**config.mk**
```make
export PLATFORM = sky130hd
export DESIGN_NAME = pio_out_pulse
export DESIGN_NICKNAME = d
export VERILOG_FILES = /design/src/rtl/pio_out_pkg.sv /design/src/rtl/pio_pulse_timer.sv /design/src/rtl/pio_out_pulse.sv
export SDC_FILE = /design/constraint.sdc
export NUM_CORES = 1
export LEC_CHECK = 0
export CAP_MARGIN = 20
export CORE_MARGIN = 8
export CORE_UTILIZATION = 35
export DETAILED_ROUTE_END_ITERATION = 7
export PLACE_DENSITY = 0.6
export SYNTH_ARGS = -nofsm -noshare
export SYNTH_HDL_FRONTEND = slang
export SYNTH_HIERARCHICAL = 1
export SYNTH_SLANG_ARGS = --single-unit
```
**constraint.sdc**
```tcl
create_clock -name clk -period 3.25 [get_ports clk]
set_input_delay 0.975 -clock clk [delete_from_list [all_inputs] [get_ports clk]]
set_output_delay 0.975 -clock clk [all_outputs]
set_load 0.02 [all_outputs]
```
**src/rtl/pio_out_pkg.sv**
```systemverilog
// Shared constants and types for the pulse-capable output PIO.
package pio_out_pkg;

  // Word addresses of the register map
  localparam logic [2:0] ADDR_DATA   = 3'd0;
  localparam logic [2:0] ADDR_SET    = 3'd1;
  localparam logic [2:0] ADDR_CLEAR  = 3'd2;
  localparam logic [2:0] ADDR_TOGGLE = 3'd3;
  localparam logic [2:0] ADDR_PMASK  = 3'd4;
  localparam logic [2:0] ADDR_PLEN   = 3'd5;
  localparam logic [2:0] ADDR_CTRL   = 3'd6;

  // Bit positions inside the CTRL register
  localparam int CTRL_START = 0;
  localparam int CTRL_DONE  = 1;
  localparam int CTRL_IRQEN = 2;

  // Pulse engine state
  typedef enum logic {
    IDLE   = 1'b0,
    ACTIVE = 1'b1
  } pulse_state_t;

endpackage

```
**src/rtl/pio_pulse_timer.sv**
```systemverilog
// One-shot pulse timer: counts a latched length down and flags completion.
// o_busy_next / o_done_pulse describe what happens at the coming edge so the
// parent can register its outputs from next-state values.
module pio_pulse_timer
  import pio_out_pkg::*;
#(
  parameter int LEN_W = 16
) (
  input  logic             clk,
  input  logic             reset,
  input  logic             i_start,
  input  logic [LEN_W-1:0] i_len,
  output logic             o_busy,
  output logic             o_busy_next,
  output logic             o_done_pulse
);

  pulse_state_t     r_state;
  pulse_state_t     w_state_next;
  logic [LEN_W-1:0] r_cnt;
  logic [LEN_W-1:0] w_cnt_next;

  // State and counter registers
  always_ff @(posedge clk or posedge reset) begin
    if (reset) begin
      r_state <= IDLE;
      r_cnt   <= '0;
    end else begin
      r_state <= w_state_next;
      r_cnt   <= w_cnt_next;
    end
  end

  // Next-state logic; a start always wins over the running count (retrigger)
  always_comb begin
    w_state_next = r_state;
    w_cnt_next   = r_cnt;
    o_done_pulse = 1'b0;
    if (i_start) begin
      if (i_len != '0) begin
        w_state_next = ACTIVE;
        w_cnt_next   = i_len;
      end else begin
        w_state_next = IDLE;
        w_cnt_next   = '0;
        o_done_pulse = 1'b1;
      end
    end else begin
      case (r_state)
        IDLE: begin
          w_state_next = IDLE;
        end
        ACTIVE: begin
          if (r_cnt == LEN_W'(1'b1)) begin
            w_state_next = IDLE;
            w_cnt_next   = '0;
            o_done_pulse = 1'b1;
          end else begin
            w_cnt_next   = r_cnt - LEN_W'(1'b1);
          end
        end
        default: begin
          w_state_next = IDLE;
          w_cnt_next   = '0;
        end
      endcase
    end
  end

  assign o_busy      = (r_state == ACTIVE);
  assign o_busy_next = (w_state_next == ACTIVE);

endmodule

```
**src/rtl/pio_out_pulse.sv**
```systemverilog
// Avalon-MM output PIO with atomic SET/CLEAR/TOGGLE, a one-shot pulse engine
// that inverts masked bits for a programmed number of clocks, and a sticky
// done flag with optional level interrupt.
module pio_out_pulse
  import pio_out_pkg::*;
#(
  parameter int                    DATA_WIDTH  = 12,
  parameter logic [DATA_WIDTH-1:0] RESET_VALUE = '0,
  parameter int                    LEN_W       = 16
) (
  input  logic                  clk,
  input  logic                  reset,
  input  logic [2:0]            address,
  input  logic                  chipselect,
  input  logic                  write_n,
  input  logic [31:0]           writedata,
  output logic [31:0]           readdata,
  output logic [DATA_WIDTH-1:0] out_port,
  output logic                  irq
);

  logic [DATA_WIDTH-1:0] r_data;
  logic [DATA_WIDTH-1:0] r_pmask;
  logic [LEN_W-1:0]      r_plen;
  logic [DATA_WIDTH-1:0] r_mask_act;
  logic                  r_done;
  logic                  r_irq_en;
  logic [DATA_WIDTH-1:0] r_out;
  logic                  r_irq;

  logic                  w_wr;
  logic [DATA_WIDTH-1:0] w_wd;
  logic                  w_ctrl_wr;
  logic                  w_start;
  logic                  w_done_clr;
  logic [DATA_WIDTH-1:0] w_data_next;
  logic [DATA_WIDTH-1:0] w_mask_next;
  logic                  w_done_next;
  logic                  w_irq_en_next;
  logic                  w_busy;
  logic                  w_busy_next;
  logic                  w_done_pulse;

  assign w_wr       = chipselect & ~write_n;
  assign w_wd       = writedata[DATA_WIDTH-1:0];
  assign w_ctrl_wr  = w_wr && (address == ADDR_CTRL);
  assign w_start    = w_ctrl_wr & writedata[CTRL_START];
  assign w_done_clr = w_ctrl_wr & writedata[CTRL_DONE];

  pio_pulse_timer #(
    .LEN_W (LEN_W)
  ) u_timer (
    .clk          (clk),
    .reset        (reset),
    .i_start      (w_start),
    .i_len        (r_plen),
    .o_busy       (w_busy),
    .o_busy_next  (w_busy_next),
    .o_done_pulse (w_done_pulse)
  );

  // Data register next value: plain, set, clear and toggle writes
  always_comb begin
    w_data_next = r_data;
    if (w_wr) begin
      case (address)
        ADDR_DATA:   w_data_next = w_wd;
        ADDR_SET:    w_data_next = r_data | w_wd;
        ADDR_CLEAR:  w_data_next = r_data & ~w_wd;
        ADDR_TOGGLE: w_data_next = r_data ^ w_wd;
        default:     w_data_next = r_data;
      endcase
    end else begin
      w_data_next = r_data;
    end
  end

  // Pulse mask latch, sticky done (completion beats clear) and irq enable
  always_comb begin
    w_mask_next   = r_mask_act;
    w_done_next   = r_done;
    w_irq_en_next = r_irq_en;
    if (w_start && (r_plen != '0)) begin
      w_mask_next = r_pmask;
    end else begin
      w_mask_next = r_mask_act;
    end
    if (w_done_pulse) begin
      w_done_next = 1'b1;
    end else if (w_done_clr) begin
      w_done_next = 1'b0;
    end else begin
      w_done_next = r_done;
    end
    if (w_ctrl_wr) begin
      w_irq_en_next = writedata[CTRL_IRQEN];
    end else begin
      w_irq_en_next = r_irq_en;
    end
  end

  // Register file plus outputs registered from next-state values
  always_ff @(posedge clk or posedge reset) begin
    if (reset) begin
      r_data     <= RESET_VALUE;
      r_pmask    <= '0;
      r_plen     <= '0;
      r_mask_act <= '0;
      r_done     <= 1'b0;
      r_irq_en   <= 1'b0;
      r_out      <= RESET_VALUE;
      r_irq      <= 1'b0;
    end else begin
      r_data     <= w_data_next;
      r_mask_act <= w_mask_next;
      r_done     <= w_done_next;
      r_irq_en   <= w_irq_en_next;
      if (w_wr && (address == ADDR_PMASK)) begin
        r_pmask <= w_wd;
      end
      if (w_wr && (address == ADDR_PLEN)) begin
        r_plen <= writedata[LEN_W-1:0];
      end
      r_out <= w_data_next ^ (w_busy_next ? w_mask_next : {DATA_WIDTH{1'b0}});
      r_irq <= w_done_next & w_irq_en_next;
    end
  end

  // Zero-latency read mux, zero-extended; write-only and unmapped read 0
  always_comb begin
    readdata = 32'd0;
    case (address)
      ADDR_DATA:  readdata = 32'(r_data);
      ADDR_PMASK: readdata = 32'(r_pmask);
      ADDR_PLEN:  readdata = 32'(r_plen);
      ADDR_CTRL:  readdata = {29'd0, r_irq_en, r_done, w_busy};
      default:    readdata = 32'd0;
    endcase
  end

  assign out_port = r_out;
  assign irq      = r_irq;

endmodule

```
# Word-level counts from Yosys, hierarchy flattened
# Index checks and enable logic that the tools add are counted.
# word_totals
reg_bits	84
word_cells	56
inputBits	39
# op_classes
reduce_logical	7
n_mux	20
n_bitwise	11
n_addsub	1
eq_ne	7
# ops
op	count
$mux 16	4
$pmux 16 s4	1
$pmux 12 s4	1
$mux 12	3
$xor 12x12->12	2
$eq 16x1->1 const B	1
$reduce_bool 16->1	1
$sub 16x1->16 const B	1
$and 12x12->12	1
$not 12->12	1
$or 12x12->12	1
$mux 1	10
$eq 3x3->1 const B	3
$eq 3x2->1 const B	2
$and 1x1->1	4
$logic_and 1x1->1	4
$eq 3x1->1 const B	1
$logic_not 3->1	1
$not 1->1	2
$pmux 1 s2	1
$reduce_bool 2->1	1

# Depth between registers and ports, before layout
# depth
word_depth	8
ltp_mapped	13

# Modules after synthesis
# The synthesis kept the hierarchy.
# by_module_without_submodules
mod	cells_each	seq_area_each_um2	n_inst	area_per_inst_um2
pio_out_pulse	378	1676.6	1	3990.1
pio_pulse_timer	131	425.4	1	1189.9

# Worst setup path after synthesis
# Ideal clock, no wire load.
# synth_timing
path_kind	input -> register
startpoint	input port write_n
endpoint	register r_out[3], in the netlist out_port[3]
arrival_ns	3.177
path_stages	12
setup_slack_ns	-0.007
required_time_ns	3.171
setup_ns	0.079
cell_sequence	nand2b_1 nor3b_2 and2_1 inv_1 a41oi_1 buf_2 inv_1 a21oi_1 clkbuf_1 nand2_1 mux2i_1 xor2_1
# synth_between
elab_cells_between_ends	10
classes_between	mux: 4; bitwise: 4; reduce/logical: 2
# synth_rtl
item	line	rtl
start, declared	pio_out_pulse.sv:15	input logic write_n,
$not 1->1	pio_out_pulse.sv:44	assign w_wr = chipselect & ~write_n;
$and 1x1->1	pio_out_pulse.sv:44	
$logic_and 1x1->1	pio_out_pulse.sv:46	assign w_ctrl_wr = w_wr && (address == ADDR_CTRL);
$and 1x1->1	pio_out_pulse.sv:47	assign w_start = w_ctrl_wr & writedata[CTRL_START];
net w_start	pio_out_pulse.sv:34	logic w_start;
$mux 1	pio_pulse_timer.sv:39	if (i_start) begin
net w_busy_next	pio_out_pulse.sv:41	logic w_busy_next;
$mux 12	pio_out_pulse.sv:124	r_out <= w_data_next ^ (w_busy_next ? w_mask_next : {DATA_WIDTH{1'b0}});
$xor 12x12->12	pio_out_pulse.sv:124	
end signal, assigned	pio_out_pulse.sv:124	
end, declared	pio_out_pulse.sv:28	logic [DATA_WIDTH-1:0] r_out;
# The timed path passes the listed nets, and every way through them passes these cells.
# A chain may end at the register's enable or synchronous reset.

# Worst setup path in the final report
# layout_timing
startpoint	input port address[0]
endpoint	output port readdata[10]
# layout_between
elab_chain_cells	2
elab_cells_between_ends	5
classes_between	eq/ne: 3; mux: 1; reduce/logical: 1
# layout_rtl
item	line	rtl
start, declared	pio_out_pulse.sv:13	input logic [2:0] address,
$eq 3x3->1 or $logic_not 3->1 (tied branches)	pio_out_pulse.sv:132	case (address)
$pmux 16 s4 (*)	pio_out_pulse.sv:132	
end, declared	pio_out_pulse.sv:17	output logic [31:0] readdata,
# Mark *: on every way between the ends. The rest lies on a longest branch, timed or not.

==> impl_metrics.yaml <==
sta:
  timing.final.crit_share_pct: 97.4
  finalClockSkew_ns: 0.00588
  hold_ws_ns: 0.504
  setup-violations-final: 0
  timing.final.crit_period_ns: 3.17
  finalMaxSlewViolations: 0
  hold_viol: 0
  max_freq_mhz: 316
  rsz0062_at_grt: "no"
  timing.slew.headroom_pct: 54.1
  worst_pin_slew_ns: 0.688
  fin_tns_setup_ns: 0
worst_setup_path:
  critical_path.startpoint_type: "primary input"
  cp-end-kind: "output port"
  worst_ep_required_time_ns: 2.27
  cp_data_arrival_time_ns: 2.19
  crit_fanout: 11
  criticalPathCategory: "primary input to output port"
yosys:
  yosysMostFrequentCell: "sky130_fd_sc_hd__dfrtp_1"
  synth_top_flop_cell: "sky130_fd_sc_hd__dfrtp_1"
  synthCells: 509
  ys_async_sr_fraction_pct: 100
  syn-mean-instance-area_um2: 10.2
  synth-edff-count: 0
  synth.cells.most_frequent: "sky130_fd_sc_hd__dfrtp_1 (84), sky130_fd_sc_hd__nand2_1 (48), sky130_fd_sc_hd__mux2_2 (39), sky130_fd_sc_hd__nor2_1 (35), sky130_fd_sc_hd__inv_1 (34)"
  yosys_warnings: 6
  synthesis.area_mm2: 0.00518
  synth_top_cells_by_area: "sky130_fd_sc_hd__dfrtp_1 (41%), sky130_fd_sc_hd__mux2_2 (8.5%), sky130_fd_sc_hd__ha_1 (6.3%), sky130_fd_sc_hd__mux2i_1 (5.8%), sky130_fd_sc_hd__nand2_1 (3.5%)"
  yosys_register_bits: 84
  synth_largest_type_area_fraction_pct: 40.6
  post_synth_num_cell_types: 61
  synthDominantAreaCellType: "sky130_fd_sc_hd__dfrtp_1"
  yosysSeqAreaShare_pct: 40.6
finish:
  post_route_cells_drive_above_1_share_pct: 23.3
  insertedDiodeCount: 0
  nets: 657
  area_growth_pct: 23.5
  finalNonFillerCells: 781
  design_area_mm2: 0.00640
global_route:
  grt_first_pass_wirelength_um: 22600
  maximum_number_of_pins_on_one_net_before_global_route_repair: 68
  antenna_found_initial: 0
  number_of_global_route_vias_before_repair: 4291
  global_route.usage.total_pct: 15.3
  globalRoute.totalOverflow: 0
run_status:
  status: "finished, final reports clean"
clocking:
  clock_tree_from_tritoncts: "built"
  ctsHoldBuffers: 0
  worst_skew_pair.late_latency_ns: 0.34
  clock_tree.htree_level_count: 3
  cts_buffers: 9
  clock_sinks: 84
  clockRootBuffer: "sky130_fd_sc_hd__clkbuf_16"
  clk_path_buf_depth: 2
  clkSlewWorstSetupHoldPaths_ns: 0.06
floorplan:
  die_area_mm2: 0.0189
  die_w_um: 138
  initial_utilization_pct: 35.8
  top_level_ports: 84
  num_rows: 44
  coreArea_mm2: 0.0145
  floorplan.die.height_um: 138
route:
  totalWireLength_um: 13800
  drc: 0
  detail_route.first_pass.iterations: 4
  route.detailed.wl_per_inst_um: 17.6
  route.detailed.vias_per_inst: 5.27
  via_count: 4115
  ant_nets_after_route: 0
  initial_drc_count: 302
placed_design:
  routabilityCongestion: 0.850
  detailed_place_hpwl_um: 10100
  dp_cells: 759
  io_buffers: 51
  dpl-instance-area_mm2: 0.00607
job:
  max_cap_viol_count: 0
power:
  p_leak_nw: 2.86
  power_density_mw_per_mm2: 582
  ir_worst_vdd_uv: 270
worst_hold_path:
  min_path_type: "register to register"
==> what timing repair did <==
item | 4_1_cts | 5_1_grt
resized for setup | 75 | 0
setup endpoints to repair | 16 | 1
cloned | 1 | 0
buffers inserted | 1 | 4
==> cell families (layout without fill, tap and decap cells) <==
| logic type | count (synthesis) | in the layout | synth area share [%] |
|---|---|---|---|
| and+or+nand+nor | 145 | 145 | 15.2 |
| buffers and inverters | 76 | 149 | 7.85 |
| muxes | 71 | 71 | 14.7 |
| DFF | 84 | 84 | 40.6 |
| other | 1 | 16 | 0.0724 |
| xor gates and xnor gates | 12 | 12 | 2.03 |
| AOI/OAI and AO/OA | 94 | 94 | 13.3 |
| adders and majority gates | 26 | 26 | 6.28 |
==> flip-flops by register name, indices dropped and copies added (netlist names) <==
signal and cells:
r_pmask 12, r_data 12, r_irq_en 1, r_plen 16, out_port 12, irq 1, u_timer/r_cnt 16, r_mask_act 12
u_timer/o_busy 1, r_done 1
==> cells in the final DEF (no fill, tap or decap), drive strengths merged, types with 3 or more instances in the layout <==
cell type and count:
inv 36, ha 26, a222oi 4, and3 3, buf 54, nor4 13, clkdlybuf4s15 8, nand4 7
a22oi 3, nand2 49, clkbuf 11, xor2 12, clkinv 4, clkdlybuf4s50 32, a32oi 4, o311ai 4
o21ai 12, mux2 41, and2 7, nor2 35, nor3 6, a21oi 24, nand3 7, o2bb2ai 4
nand2b 4, mux2i 30, o221ai 8, a2bb2oi 7, o21a 8, nor3b 3, o211ai 8, conb 16
nor2b 6, dfrtp 84
==> per-stage QoR <==
stage | util, % | power [mW] | setup WS (ns)
2_1_floorplan | - | 2.34 | 0.00123
3_3_place_gp | 41.9 | 2.74 | -0.619
3_5_place_dp | 41.9 | 2.79 | -0.648
4_1_cts | 44.0 | 3.76 | 0.0537
5_1_grt | 44.2 | 3.96 | 0.0197
6_report | 44.2 | 3.72 | 0.0846
==> path summary, 6_finish.rpt <==
path	end	start	depth (start not counted)	slack, ns
worst min-delay path	r_mask_act[3]$_DFF_PP0_	r_mask_act[3]$_DFF_PP0_	1	0.50
max in group asynchronous	u_timer/r_cnt[6]$_DFFE_PP0P_	reset	2	1.72
worst max register to register	out_port[9]$_DFF_PP0_	u_timer/r_cnt[2]$_DFFE_PP0P_	8	0.95
min in group asynchronous	irq$_DFF_PP0_	reset	3	1.05
worst max-delay path	readdata[10]	address[0]	8	0.08
worst min register to register	r_mask_act[3]$_DFF_PP0_	r_mask_act[3]$_DFF_PP0_	1	0.50
==> critical path, cell delays in order <==
cell	delay, ns
sky130_fd_sc_hd__clkdlybuf4s15_2	0.25
sky130_fd_sc_hd__buf_12	0.16
sky130_fd_sc_hd__buf_4	0.13
sky130_fd_sc_hd__mux2i_1	0.19
sky130_fd_sc_hd__nor2_1	0.05
sky130_fd_sc_hd__a21oi_1	0.11
sky130_fd_sc_hd__nor2_1	0.06
sky130_fd_sc_hd__clkdlybuf4s15_2	0.25
==> layout make-up <==
cell class                      count  area [um2]
Inverter                           36         135
Timing Repair Buffer               97         922
Multi-Input combinational cell    364        2740
Clock inverter                      5        27.5
Fill cell                        1406        8080
Clock buffer                       11         243
Sequential cell                    84        2100
Tap cell                          184         230
==> layer usage <==
layer | wire length [um] | global-route usage, % | up-vias
met5 | 0 | 0 | -
met3 | 804 | 4.01 | 15
met4 | 191 | 5.49 | 0
met1 | 6140 | 19.1 | 2035
met2 | 6620 | 24.8 | 108
li1 | - | - | 1957
==> report_power, final <==
| group | total (mW) | internal, mW | leakage [nW] | switching, mW |
|---|---|---|---|---|
| logic | 1.15 | 0.543 | 1.70 | 0.608 |
| clock network | 0.946 | 0.533 | 0.135 | 0.413 |
| registers | 1.63 | 1.31 | 1.02 | 0.315 |
Note: power is estimated with default switching activity, not from simulation.
